`src/rtl/div_unit_pkg.sv`:
```
// -----------------------------------------------------------------------------
// div_unit_pkg
// Shared defines package for the execute stage: ALU operation/selection codes
// and the divider FSM state encodings and counter sizing.
// No ports (package).
// -----------------------------------------------------------------------------
package div_unit_pkg;

    // ALU operation codes
    localparam logic [7:0] ALUOP_NOP = 8'b0000_0000;
    localparam logic [7:0] ALUOP_DIV = 8'b0001_1010;
    localparam logic [7:0] ALUOP_DIVU = 8'b0001_1011;

    // ALU result selection codes
    localparam logic [2:0] ALUSEL_NOP = 3'b000;
    localparam logic [2:0] ALUSEL_ARITH = 3'b100;

    // Divider FSM state encodings
    typedef enum logic [1:0] {
        DIV_IDLE   = 2'd0,
        DIV_BYZERO = 2'd1,
        DIV_ON     = 2'd2,
        DIV_END    = 2'd3
    } div_state_t;

    // Iteration counter width for a given operand width
    function automatic int div_cnt_width(input int data_width);
        return $clog2(data_width) + 1;
    endfunction

    localparam int DIV_DATA_WIDTH = 32;
    localparam int DIV_CNT_WIDTH  = div_cnt_width(DIV_DATA_WIDTH);

endpackage

```
`src/rtl/div_abs.sv`:
```
// -----------------------------------------------------------------------------
// div_abs
// Conditional two's-complement negation: y = neg ? -a : a.
// Used both to take operand magnitudes and to re-apply result signs.
// Ports:
//   neg  in   1           negate when high
//   a    in   DATA_WIDTH  input value
//   y    out  DATA_WIDTH  result
// -----------------------------------------------------------------------------
module div_abs #(
    parameter int DATA_WIDTH = 32
) (
    input  logic                  neg,
    input  logic [DATA_WIDTH-1:0] a,
    output logic [DATA_WIDTH-1:0] y
);

    assign y = neg ? (~a + DATA_WIDTH'(1)) : a;

endmodule

```
`src/rtl/div_unit.sv`:
```
// -----------------------------------------------------------------------------
// div_unit
// Multi-cycle restoring divider with zero-divisor shortcut, cancel and a
// stall request for the pipeline controller.
// Optional feature: define DIV_SIGNED_EN to honour signed_in (signed
// division with magnitude conversion and result sign correction). Without it
// every operation is unsigned and signed_in is ignored.
// Ports:
//   clk          in   1           rising-edge clock
//   rst_n        in   1           async active-low reset
//   start        in   1           request, holds operands while high
//   cancel       in   1           abort, forces IDLE on the next edge
//   signed_in    in   1           1 = signed division
//   dividend     in   DATA_WIDTH  numerator
//   divisor      in   DATA_WIDTH  denominator
//   quotient     out  DATA_WIDTH  registered quotient
//   remainder    out  DATA_WIDTH  registered remainder
//   ready        out  1           result valid (END state)
//   busy         out  1           operation in flight
//   stall_req    out  1           busy and not ready
//   div_by_zero  out  1           current result came from a zero divisor
//
// State      | meaning
// DIV_IDLE   | waiting for start
// DIV_BYZERO | zero divisor: write fixed result, then go to END
// DIV_ON     | DATA_WIDTH shift-subtract steps, then result write-back
// DIV_END    | ready high, results held until start drops
// -----------------------------------------------------------------------------
module div_unit
    import div_unit_pkg::*;
#(
    parameter int DATA_WIDTH = 32
) (
    input  logic                  clk,
    input  logic                  rst_n,
    input  logic                  start,
    input  logic                  cancel,
    input  logic                  signed_in,
    input  logic [DATA_WIDTH-1:0] dividend,
    input  logic [DATA_WIDTH-1:0] divisor,
    output logic [DATA_WIDTH-1:0] quotient,
    output logic [DATA_WIDTH-1:0] remainder,
    output logic                  ready,
    output logic                  busy,
    output logic                  stall_req,
    output logic                  div_by_zero
);

    localparam int W     = DATA_WIDTH;
    localparam int CNT_W = div_cnt_width(W);

    div_state_t       state;
    logic [CNT_W-1:0] cnt;
    logic [2*W:0]     work;       // {partial remainder (W+1), quotient/dividend (W)}
    logic [W-1:0]     divisor_q;
    logic             wb_done;    // result registers written, END follows

    logic [W-1:0]     dividend_mag;
    logic [W-1:0]     divisor_mag;
    logic [W-1:0]     quot_fix;
    logic [W-1:0]     rem_fix;

    logic [2*W:0]     work_shift;
    logic [2*W:0]     work_step;
    logic [W:0]       trial;

`ifdef DIV_SIGNED_EN
    logic q_neg;
    logic r_neg;

    div_abs #(.DATA_WIDTH(W)) u_abs_dividend (
        .neg (signed_in & dividend[W-1]),
        .a   (dividend),
        .y   (dividend_mag)
    );

    div_abs #(.DATA_WIDTH(W)) u_abs_divisor (
        .neg (signed_in & divisor[W-1]),
        .a   (divisor),
        .y   (divisor_mag)
    );

    div_abs #(.DATA_WIDTH(W)) u_fix_quot (
        .neg (q_neg),
        .a   (work[W-1:0]),
        .y   (quot_fix)
    );

    // Remainder follows the dividend sign
    div_abs #(.DATA_WIDTH(W)) u_fix_rem (
        .neg (r_neg),
        .a   (work[2*W-1:W]),
        .y   (rem_fix)
    );
`else
    logic unused_signed_in;

    assign unused_signed_in = signed_in;
    assign dividend_mag     = dividend;
    assign divisor_mag      = divisor;
    assign quot_fix         = work[W-1:0];
    assign rem_fix          = work[2*W-1:W];
`endif

    // One restoring step: shift left, subtract divisor if it fits
    always_comb begin
        work_shift = work << 1;
        trial      = work_shift[2*W:W] - {1'b0, divisor_q};
        work_step  = work_shift;
        if (work_shift[2*W:W] >= {1'b0, divisor_q}) begin
            work_step[2*W:W] = trial;
            work_step[0]     = 1'b1;
        end
    end

    always_ff @(posedge clk or negedge rst_n) begin
        if (!rst_n) begin
            state       <= DIV_IDLE;
            cnt         <= '0;
            work        <= '0;
            divisor_q   <= '0;
            wb_done     <= 1'b0;
            quotient    <= '0;
            remainder   <= '0;
            ready       <= 1'b0;
            busy        <= 1'b0;
            stall_req   <= 1'b0;
            div_by_zero <= 1'b0;
`ifdef DIV_SIGNED_EN
            q_neg       <= 1'b0;
            r_neg       <= 1'b0;
`endif
        end else if (cancel) begin
            // Results are deliberately left untouched
            state     <= DIV_IDLE;
            cnt       <= '0;
            wb_done   <= 1'b0;
            ready     <= 1'b0;
            busy      <= 1'b0;
            stall_req <= 1'b0;
        end else begin
            case (state)
                DIV_IDLE: begin
                    if (start) begin
                        busy      <= 1'b1;
                        stall_req <= 1'b1;
                        wb_done   <= 1'b0;
                        if (divisor == '0) begin
                            state <= DIV_BYZERO;
                            work  <= {{(W+1){1'b0}}, dividend};
                        end else begin
                            state     <= DIV_ON;
                            cnt       <= CNT_W'(W);
                            divisor_q <= divisor_mag;
                            work      <= {{(W+1){1'b0}}, dividend_mag};
`ifdef DIV_SIGNED_EN
                            q_neg     <= signed_in & (dividend[W-1] ^ divisor[W-1]);
                            r_neg     <= signed_in & dividend[W-1];
`endif
                        end
                    end
                end
                DIV_BYZERO: begin
                    if (!wb_done) begin
                        quotient    <= '1;
                        remainder   <= work[W-1:0];
                        div_by_zero <= 1'b1;
                        wb_done     <= 1'b1;
                    end else begin
                        state     <= DIV_END;
                        ready     <= 1'b1;
                        stall_req <= 1'b0;
                    end
                end
                DIV_ON: begin
                    if (cnt != '0) begin
                        work <= work_step;
                        cnt  <= cnt - CNT_W'(1);
                    end else if (!wb_done) begin
                        quotient    <= quot_fix;
                        remainder   <= rem_fix;
                        div_by_zero <= 1'b0;
                        wb_done     <= 1'b1;
                    end else begin
                        state     <= DIV_END;
                        ready     <= 1'b1;
                        stall_req <= 1'b0;
                    end
                end
                DIV_END: begin
                    if (!start) begin
                        state     <= DIV_IDLE;
                        wb_done   <= 1'b0;
                        ready     <= 1'b0;
                        busy      <= 1'b0;
                        stall_req <= 1'b0;
                    end
                end
                default: begin
                    state     <= DIV_IDLE;
                    ready     <= 1'b0;
                    busy      <= 1'b0;
                    stall_req <= 1'b0;
                end
            endcase
        end
    end

endmodule
```
`config.mk`:
```
export PLATFORM = sky130hd
export DESIGN_NAME = div_unit
export DESIGN_NICKNAME = d
export VERILOG_FILES = /design/src/rtl/div_unit_pkg.sv /design/src/rtl/div_abs.sv /design/src/rtl/div_unit.sv
export SDC_FILE = /design/constraint.sdc
export NUM_CORES = 1
export LEC_CHECK = 0
export BUFFER_PORTS_ARGS = -buffer_cell sky130_fd_sc_hd__buf_2
export CAP_MARGIN = 40
export CORE_ASPECT_RATIO = 2
export CORE_MARGIN = 5
export CORE_UTILIZATION = 30
export DETAILED_ROUTE_END_ITERATION = 7
export GPL_TIMING_DRIVEN = 0
export HOLD_SLACK_MARGIN = 0.12
export PLACE_DENSITY = 0.56
export SLEW_MARGIN = 0
export SYNTH_ARGS = -nofsm -noshare
export SYNTH_HDL_FRONTEND = slang
export SYNTH_SLANG_ARGS = --single-unit
```
`constraint.sdc`:
```
create_clock -name clk -period 3.85 [get_ports clk]
set_input_delay 0.5775 -clock clk [delete_from_list [all_inputs] [get_ports clk]]
set_output_delay 0.5775 -clock clk [all_outputs]
set_load 0.02 [all_outputs]
```
# Word level (Yosys, flattened, before mapping)
# Index checks and enable logic that the tools add are counted.
# word_totals
reg_bits	173
latch_bits	0
mem_bits_rw	0
rom_bits	0
inputBits	69
output_inout_bits	68
n_memories	0
# classes
n_addsub	2
mul	0
div	0
n_lt_le_gt_ge	1
n_eq_ne	13
shifts	0
muxes	44
n_bitwise	2
n_reduce_logical	15
# ops
cell	n
32-bit two-way mux	6
64-bit two-way mux	2
32-bit case mux with 2 select lines	2
64-bit case mux with 2 select lines	1
33-bit by 32-bit greater-or-equal comparator with 1-bit output	1
32-bit logical NOT	1
32-bit subtractor	1
6-bit two-way mux	4
1-bit two-way mux	16
3-bit inequality test (second input constant)	5
2-bit two-way mux	6
6-bit case mux with 2 select lines	1
4-bit AND reduction	3
2-bit inequality test (second input constant)	5
3-bit AND reduction	3
1-bit case mux with 4 select lines	2
2-bit case mux with 4 select lines	1
3-bit nonzero test	2
6-bit nonzero test	1
6-bit by 1-bit subtractor with 6-bit output (second input constant)	1
5-bit AND reduction	1
2-bit equality test (second input constant)	2
1-bit case mux with 2 select lines	2
2-bit nonzero test	2
other kinds (5)	6

# Depth between registers and ports, before layout
# Gate-level depths: netlist of run 1.
# logic_depth
ltp_word	5
ltp_mapped	12
mapped_depth_nobuf	11

# Least setup slack after synthesis of run 1
# OpenSTA, ideal clock, no wires.
# synth_timing
path_kind	register to register
startpoint	register work[45]
endpoint	register work[34]
setup_time_ns	0.126
t_arrival_ns	2.623
path_slack_ns	1.101
stages_incl_launch_ff	12
n_path_buf	2
cell_sequence	dfrtp_1 > ha_1 > buf_6 > a21oi_4 > o21ai_2 > or2_4 > a2111oi_4 > or3b_4 > a311oi_4 > or2_4 > buf_6 > a221o_1
# synth_via
elab_chain_len	4
# synth_rtl
item	line_no	text
from (decl)	div_unit.sv:54	logic [2*W:0] work;
from (signal assigned)	div_unit.sv:150	work <= {{(W+1){1'b0}}, dividend};
from (signal assigned)	div_unit.sv:155	work <= {{(W+1){1'b0}}, dividend_mag};
from (signal assigned)	div_unit.sv:177	work <= work_step;
33-bit by 32-bit greater-or-equal comparator with 1-bit output	div_unit.sv:110	if (work_shift[2*W:W] >= {1'b0, divisor_q}) begin
32-bit two-way mux	div_unit.sv:110	
64-bit two-way mux	div_unit.sv:176	if (cnt != '0) begin
64-bit case mux with 2 select lines	div_unit.sv:142	case (state)
# Every way passes these cells. The select of a mux whose other input is x is not followed.
# A chain may end at the register's enable or synchronous reset.

# Worst setup path after layout of run 1
# layout_timing
startpoint	register work[42]
endpoint	register work[57]
# layout_via
elab_chain_len	4
word_cells_on_any_way	5
cone_classes	add/sub (1); order compare (1); mux (3)
# layout_rtl
item	line_no
32-bit subtractor or 33-bit by 32-bit greater-or-equal comparator with 1-bit output (tied branches)	div_unit.sv:108, div_unit.sv:110
32-bit two-way mux *	div_unit.sv:110
64-bit two-way mux *	div_unit.sv:176
64-bit case mux with 2 select lines *	div_unit.sv:142
# Mark *: on every way between the ends. The rest lies on a longest branch, timed or not. The select of a mux whose other input is x is not followed.

==> summary.txt, run 1 <==
Die
  – X dimension of the die: 140 µm
  – Top-Level Pins: 137
  – Floorplan Core Area: 33,400 µm²
  – Die height: 269 µm
  – Die ar.: 37,600 µm²
  – Number of core rows: 95
  – Effective utilization at floorplan: 30.2%

Global route
  – Initial antenna violation count: 0
  – Maximum number of pins on one net before global-route repair: 118
  – Via count of the first global-routing pass: 9,189
  – Total grt overflow: 0
  – Wire length of the first global-routing pass: 53,100 µm
  – GRT Total Usage: 18.1%

Timing
  – Max Freq: 296 MHz
  – Count of endpoints failing setup in the final report: 0
  – Number of slew-limit violations in the final report: 0
  – RSZ-0062 raised after global routing: no
  – Worst max-slew margin expressed relative to the limit: 37.8%
  – Slack of the critical path: 472 ps
  – Worst slack on hold paths: 379 ps
  – Worst clock skew: 7.11 ps
  – Least-Margin Pin Slew: 933 ps
  – Final cycle utilization of the critical path: 87.7%
  – Final Hold Fails: 0
  – Minimum period implied by the final worst setup slack: 3380 ps

Clocking
  – Clock sink count: 173
  – Root Buffer Master: sky130_fd_sc_hd__clkbuf_16
  – H-tree depth reported by CTS: 4
  – Deepest clock path buffer count: 2
  – Clock latency at the later pin of the worst-skew pair: 440 ps
  – Clock-pin transition on the worst setup and hold timing paths: 70 ps
  – Post-CTS setup buffers: 0
  – TritonCTS clock tree: done
  – Number of clock buffers inserted by TritonCTS: 17

Route
  – Via count: 8,865
  – Remaining design rule violation count: 0
  – Pre-Repair DR Iteration Count: 5
  – Average detailed-routed wire length per instance: 20.0 µm
  – Routed WL: 34,300 µm
  – Initial detailed-routing violation count: 569
  – Count of antenna-violating nets left after detailed routing: 0
  – Per-cell via count in the routed design: 5.17

Yosys
  – Fraction of synthesis flops using an asynchronous set or reset pin: 100%
  – Yosys reg bits: 173
  – Most frequently used cell type in the post-synthesis netlist: sky130_fd_sc_hd__dfrtp_1
  – Largest cells by area after synthesis: sky130_fd_sc_hd__dfrtp_1 43%, sky130_fd_sc_hd__o21ai_0 6.1%, sky130_fd_sc_hd__mux2i_1 5.8%
  – Simple-gate share of the synthesized area: 13.7%
  – Largest area contributor in the synthesized netlist: sky130_fd_sc_hd__dfrtp_1
  – Synth Area per Inst: 9.11 µm²
  – Main combinational cell family by area after synthesis: compound AO/OA/AOI/OAI gates
  – Post-synthesis share of cell area spent on xor and xnor gates: 2.08%
  – Cells after synthesis: 1,108
  – Count of yosys warnings during synthesis: 0
  – Post-synthesis cell area: 10,100 µm²
  – Portion of the post-synthesis area used by sequential elements: 42.9%
  – Netlist cell types: 67
  – Portion of netlist area occupied by mux cells: 9.44%
  – Post-Synth Adder-Cell Area: 5.03%
  – Number of flops mapped to enable cells by yosys: 0
  – Mapped Nets: 1,217
  – Share of the synthesized area in compound gates (AO/OA/AOI/OAI): 20.5%
  – Yosys top cell area share: 42.9%
  – Prevailing post-synth register cell: sky130_fd_sc_hd__dfrtp_1
  – Leading cell types by count after synthesis: 173 x sky130_fd_sc_hd__dfrtp_1, 129 x sky130_fd_sc_hd__nand2_1, 122 x sky130_fd_sc_hd__o21ai_0

Pwr
  – Power consumption: 0.0115 W
  – Power density relative to cell area: 958 nW/µm²
  – Static leakage: 5.41 nW
  – Largest voltage drop on the vdd net: 0.382 mV

Setup path
  – Data arrival time at the worst-slack endpoint: 3730 ps
  – Worst setup SP type: flip-flop
  – Critical setup path kind: reg -> reg
  – Register-to-register setup slack: 470 ps
  – Crit path max fanout: 6
  – Data required time at the worst endpoint: 4200 ps
  – Element type at the critical path end: flip-flop

Final layout
  – Post-Layout Cell Count: 1,715
  – Fraction of layout cells with a size suffix above 1: 18.8%
  – Diodes inserted: 0
  – Net count, final: 1,375
  – Area grow syn2layout: 18.6%

Placement
  – HPWL after DPL: 28,000 µm
  – Placement Setup Slack: 196 ps
  – Total of buffers placed on input and output ports: 135
  – Placed Cells: 1,681
  – Global placer's final weighted congestion: 0.937

Worst hold path
  – Classification of the worst-slack hold path: in -> reg

Run status
  – Outcome: finished clean

Run
  – Number of max-cap violations: 0
## cells in the final DEF, fill, tap and decap left out, types with 9 or more instances in the layout
cell	synthesis	layout
sky130_fd_sc_hd__inv_1	80	80
sky130_fd_sc_hd__o21ai_0	122	122
sky130_fd_sc_hd__dfrtp_1	173	173
sky130_fd_sc_hd__xor2_1	11	11
sky130_fd_sc_hd__a31oi_1	12	12
sky130_fd_sc_hd__clkbuf_1	47	48
sky130_fd_sc_hd__mux2i_1	58	58
sky130_fd_sc_hd__nand4_1	11	11
sky130_fd_sc_hd__a221o_1	9	9
sky130_fd_sc_hd__nand3_1	10	10
sky130_fd_sc_hd__nor2_1	84	84
sky130_fd_sc_hd__mux2_2	33	33
sky130_fd_sc_hd__xnor2_1	13	13
sky130_fd_sc_hd__clkbuf_16	0	17
sky130_fd_sc_hd__buf_1	10	10
sky130_fd_sc_hd__nor3_1	28	28
sky130_fd_sc_hd__a21oi_1	67	67
sky130_fd_sc_hd__o211ai_1	29	29
sky130_fd_sc_hd__buf_2	8	142
sky130_fd_sc_hd__nand2_1	129	129
sky130_fd_sc_hd__a21o_1	12	12
sky130_fd_sc_hd__nor4_1	11	11
sky130_fd_sc_hd__ha_1	39	39
## through the flow
step                      utilization [%]  instance area [µm²]  setup TNS [ps]
after detailed placement             34.0                11400               0
after CTS                            35.8                12000               0
after floorplan                         -                10100               0
after global routing                 35.8                12000               0
final                                35.8                12000               0
after global placement               33.9                11300         -107560
## metal layers
metal / vias up / GRT usage, % / part of all wire [%]
met5: - / 0 / 0
met4: 0 / 11.4 / 6.5
met3: 97 / 2.91 / 3.7
met2: 251 / 34.4 / 55
met1: 4276 / 17.8 / 35
li1: 4241 / - / -
## worst paths after layout
check / startpoint / endpoint / cells after the start
hold / removal: divisor[19] / divisor_q[19] / 2
min in group asynchronous: rst_n / divisor_q[15] / 2
setup / recovery: work[42] / work[57] / 9
max in group asynchronous: rst_n / remainder[27] / 3
hold reg to reg: stall_req / stall_req / 2
setup reg to reg: work[42] / work[57] / 9
## cell type report
class | count | area, µm²
Fill cell | 3407 | 21400
Multi-Input combinational cell | 781 | 5120
Sequential cell | 173 | 4330
Timing Repair Buffer | 139 | 743
Tap cell | 436 | 546
Clock buffer | 20 | 457
Buffer | 74 | 337
Inverter | 80 | 300
Clock inverter | 12 | 128
## critical path, stage by stage (launching register included)
cell and delay (ps):
sky130_fd_sc_hd__dfrtp_1 470, sky130_fd_sc_hd__ha_1 450, sky130_fd_sc_hd__nand2_1 150, sky130_fd_sc_hd__o21ai_2 220
sky130_fd_sc_hd__or2_4 200, sky130_fd_sc_hd__o221ai_1 290, sky130_fd_sc_hd__or3b_4 490, sky130_fd_sc_hd__a311oi_4 390
sky130_fd_sc_hd__o21ai_0 340, sky130_fd_sc_hd__o221ai_1 300
## cell families after synthesis
family / Yosys count
AOI/OAI and AO/OA: 317
and+or+nand+nor: 309
DFF: 173
buffers and inverters: 154
muxes: 91
adders and majority gates: 40
xor gates and xnor gates: 24
## state kept, by name, indices dropped and copies added (netlist names), 2 cells and up
signal     count
remainder     32
cnt            6
work          64
divisor_q     32
quotient      32
state          2
## power breakdown
group          total (W)  internal, W  switching [W]  leakage, nW
logic            0.00637      0.00226        0.00410         2.99
registers        0.00336      0.00267       0.000690         2.14
clock network    0.00173     0.000944       0.000788        0.278
## timing repair
action,in CTS,in global routing
hold buffers,1,0
hold endpoints to repair,56,0
gates resized for setup,0,0
Note: power is estimated with default switching activity, not from simulation.
==> run 2, diff against run 1 <==
- REMOVE_ABC_BUFFERS: not set -> 1
==> run 2 against run 1 <==
  * Count of clock-buffer cells in the layout is 6 higher
  * Routed wire length decreased by 12%
  * Largest power group unchanged
  * Highest routed layer unchanged
  * Via count decreased by 5.2%
  * Fmax fell by 4.6%
  * Register-to-register slack lost 160 ps
==> summary.txt, run 2 (synthesis gave the netlist of run 1 again) <==
Run status
  – Outcome: finished clean

Clocking
  – H-tree depth reported by CTS: 4
  – Post-cts resize count: 0
  – Number of clock buffers inserted by TritonCTS: 17
  – Clock-pin transition on the worst setup and hold timing paths: 70 ps
  – Deepest clock path buffer count: 2
  – TritonCTS clock tree: done
  – Clock sink count: 173
  – Root Buffer Master: sky130_fd_sc_hd__clkbuf_16
  – Clock latency at the later pin of the worst-skew pair: 450 ps

Global route
  – GRT Total Usage: 16.2%
  – Wire length of the first global-routing pass: 48,500 µm
  – Total grt overflow: 0
  – Via count of the first global-routing pass: 8,902
  – Highest-utilization routing layer at the global route stage: met2
  – Maximum number of pins on one net before global-route repair: 92
  – Initial antenna violation count: 3
  – Met2 capacity usage during global routing: 30.8%
  – Met1 Track Usage GR: 16.8%
  – Met3 Track Usage GR: 2.77%

Final layout
  – Flip-flop count of the largest register after layout: 64
  – Register with the most flip-flops: work
  – Net count, final: 1,310
  – Final non-filler cell area: 11,900 µm²
  – Fraction of layout cells with a size suffix above 1: 19.8%
  – Area grow syn2layout: 18.2%
  – Most used cells in the layout excluding fill and tap cells: 173 x sky130_fd_sc_hd__dfrtp_1, 135 x sky130_fd_sc_hd__buf_2, 128 x sky130_fd_sc_hd__nand2_1
  – Most common library cell in the layout ignoring fill and taps: sky130_fd_sc_hd__dfrtp_1

Placement
  – HPWL after DPL: 22,600 µm
  – Global placer's final weighted congestion: 0.894
  – Placement Setup Slack: -31.9 ps
  – Total of buffers placed on input and output ports: 135
  – Area after detailed placement: 11,300 µm²

Die
  – Number of core rows: 95
  – Floorplan Core Area: 33,400 µm²
  – Die ar.: 37,600 µm²
  – Top-Level Pins: 137
  – X dimension of the die: 140 µm
  – Die height: 269 µm
  – Effective utilization at floorplan: 30.2%

Setup path
  – Data arrival time at the worst-slack endpoint: 3840 ps
  – Critical Path Sink: work[45]
  – Max stage delay on crit path: 470 ps
  – Critical Path, Cell by Cell: ha_1 > nand2_1 > o21ai_2 > or2_4 > o221ai_1 > or3b_4 > a311oi_4 > buf_6 > or2_4 > o211ai_1
  – Critical Path Source: work[47]
  – Number of cells on the worst reg-to-reg path: 10
  – Critical setup path kind: reg -> reg
  – Worst setup SP type: flip-flop
  – Element type at the critical path end: flip-flop
  – Cell seen most often among critical-path stages: sky130_fd_sc_hd__or2_4
  – Data required time at the worst endpoint: 4150 ps
  – Critical register-to-register path startpoint: work[47]
  – Crit path max fanout: 30
  – Slowest-stage cell, CP: sky130_fd_sc_hd__ha_1
  – Register-to-register setup slack: 310 ps
  – Reg-to-reg critical path endpoint: work[45]

Pwr
  – Switching power: 0.00523 W
  – Cell internal pwr: 0.00608 W
  – Relative contribution of combinational cells to total power: 54.2%
  – Proportion of power drawn by flip-flops and latches: 29.2%
  – Power consumption: 0.0113 W
  – Static leakage: 5.39 nW
  – Part of the power in the clock network: 16.6%
  – Sw Share: 46.3%
  – Largest voltage drop on the vdd net: 0.398 mV
  – Power density relative to cell area: 948 nW/µm²

Route
  – Count of antenna-violating nets left after detailed routing: 0
  – Average detailed-routed wire length per instance: 18.3 µm
  – Routed WL: 30,300 µm
  – Initial detailed-routing violation count: 447
  – Remaining design rule violation count: 0
  – Per-cell via count in the routed design: 5.08
  – Via count: 8,404
  – Pre-Repair DR Iteration Count: 4

Timing
  – Number of slew-limit violations in the final report: 0
  – RSZ-0062 raised after global routing: no
  – Worst max-slew margin expressed relative to the limit: 41.6%
  – Final cycle utilization of the critical path: 92.0%
  – Worst clock skew: 11.1 ps
  – Count of endpoints failing setup in the final report: 0
  – Minimum period implied by the final worst setup slack: 3540 ps
  – Least-Margin Pin Slew: 876 ps
  – Slack of the critical path: 309 ps
  – Final Hold Fails: 0
  – Max Freq: 282 MHz

Run
  – Number of max-cap violations: 0

Worst hold path
  – Classification of the worst-slack hold path: in -> reg
run 2: what timing repair did:
item                                    in CTS  in global routing
endpoints found under the hold margin        1                  0
hold buffers                                 1                  0
endpoints found under the setup margin      30                  0
setup buffers                                1                  0
run 2: layout make-up:
cell class                      instances  area [µm²]
Antenna cell                            3        7.51
Clock buffer                           26         549
Clock inverter                          6        93.8
Fill cell                            3409       21500
Inverter                               80         300
Multi-Input combinational cell        781        5180
Sequential cell                       173        4330
Tap cell                              436         546
Timing Repair Buffer                  148         925
run 2: worst min-delay path by stage:
stage                       start       endpoint  slack, ps  cells past startpoint
finish                divisor[16]  divisor_q[16]        380                      2
global route          divisor[30]  divisor_q[30]        370                      2
CTS                   divisor[16]  divisor_q[16]        360                      2
detailed placement  divisor_q[31]  divisor_q[31]        490                      1
global placement        stall_req      stall_req        490                      2
floorplan                   rst_n           busy        280                      0
run 2: metal layers:
| layer | share of wire (%) | wire, µm |
|---|---|---|
| met5 | 0 | 0 |
| met4 | 3.5 | 1060 |
| met3 | 3.0 | 908 |
| met2 | 56 | 17100 |
| met1 | 37 | 11300 |
run 2: worst max-delay path: cells and delay by family (launching register included):
family / cells / cell delay (ps)
simple gates: 4 / 1320
fa+ha+maj: 1 / 470
buf+inv: 1 / 210
compound gates: 4 / 960
flops: 1 / 420
run 2: stage by stage:
step           TNS, ps  utilization [%]  hold WS, ps  instances
6_report             0             35.7          380       1653
5_1_grt              0             35.7          366       1653
4_1_cts              0             35.7          356       1650
3_5_place_dp      -232             33.7          494       1616
3_3_place_gp   -823080             32.9          488       1605
2_1_floorplan  -277020                -          282       1034
run 2: power groups by stage:
stage                     registers (W)  clock network (W)  logic, W
after floorplan                 0.00361                  0   0.00391
after global placement          0.00332                  0   0.00598
after detailed placement        0.00335                  0   0.00618
after CTS                       0.00332            0.00194   0.00620
after global routing            0.00342            0.00201   0.00678
final                           0.00330            0.00188   0.00613
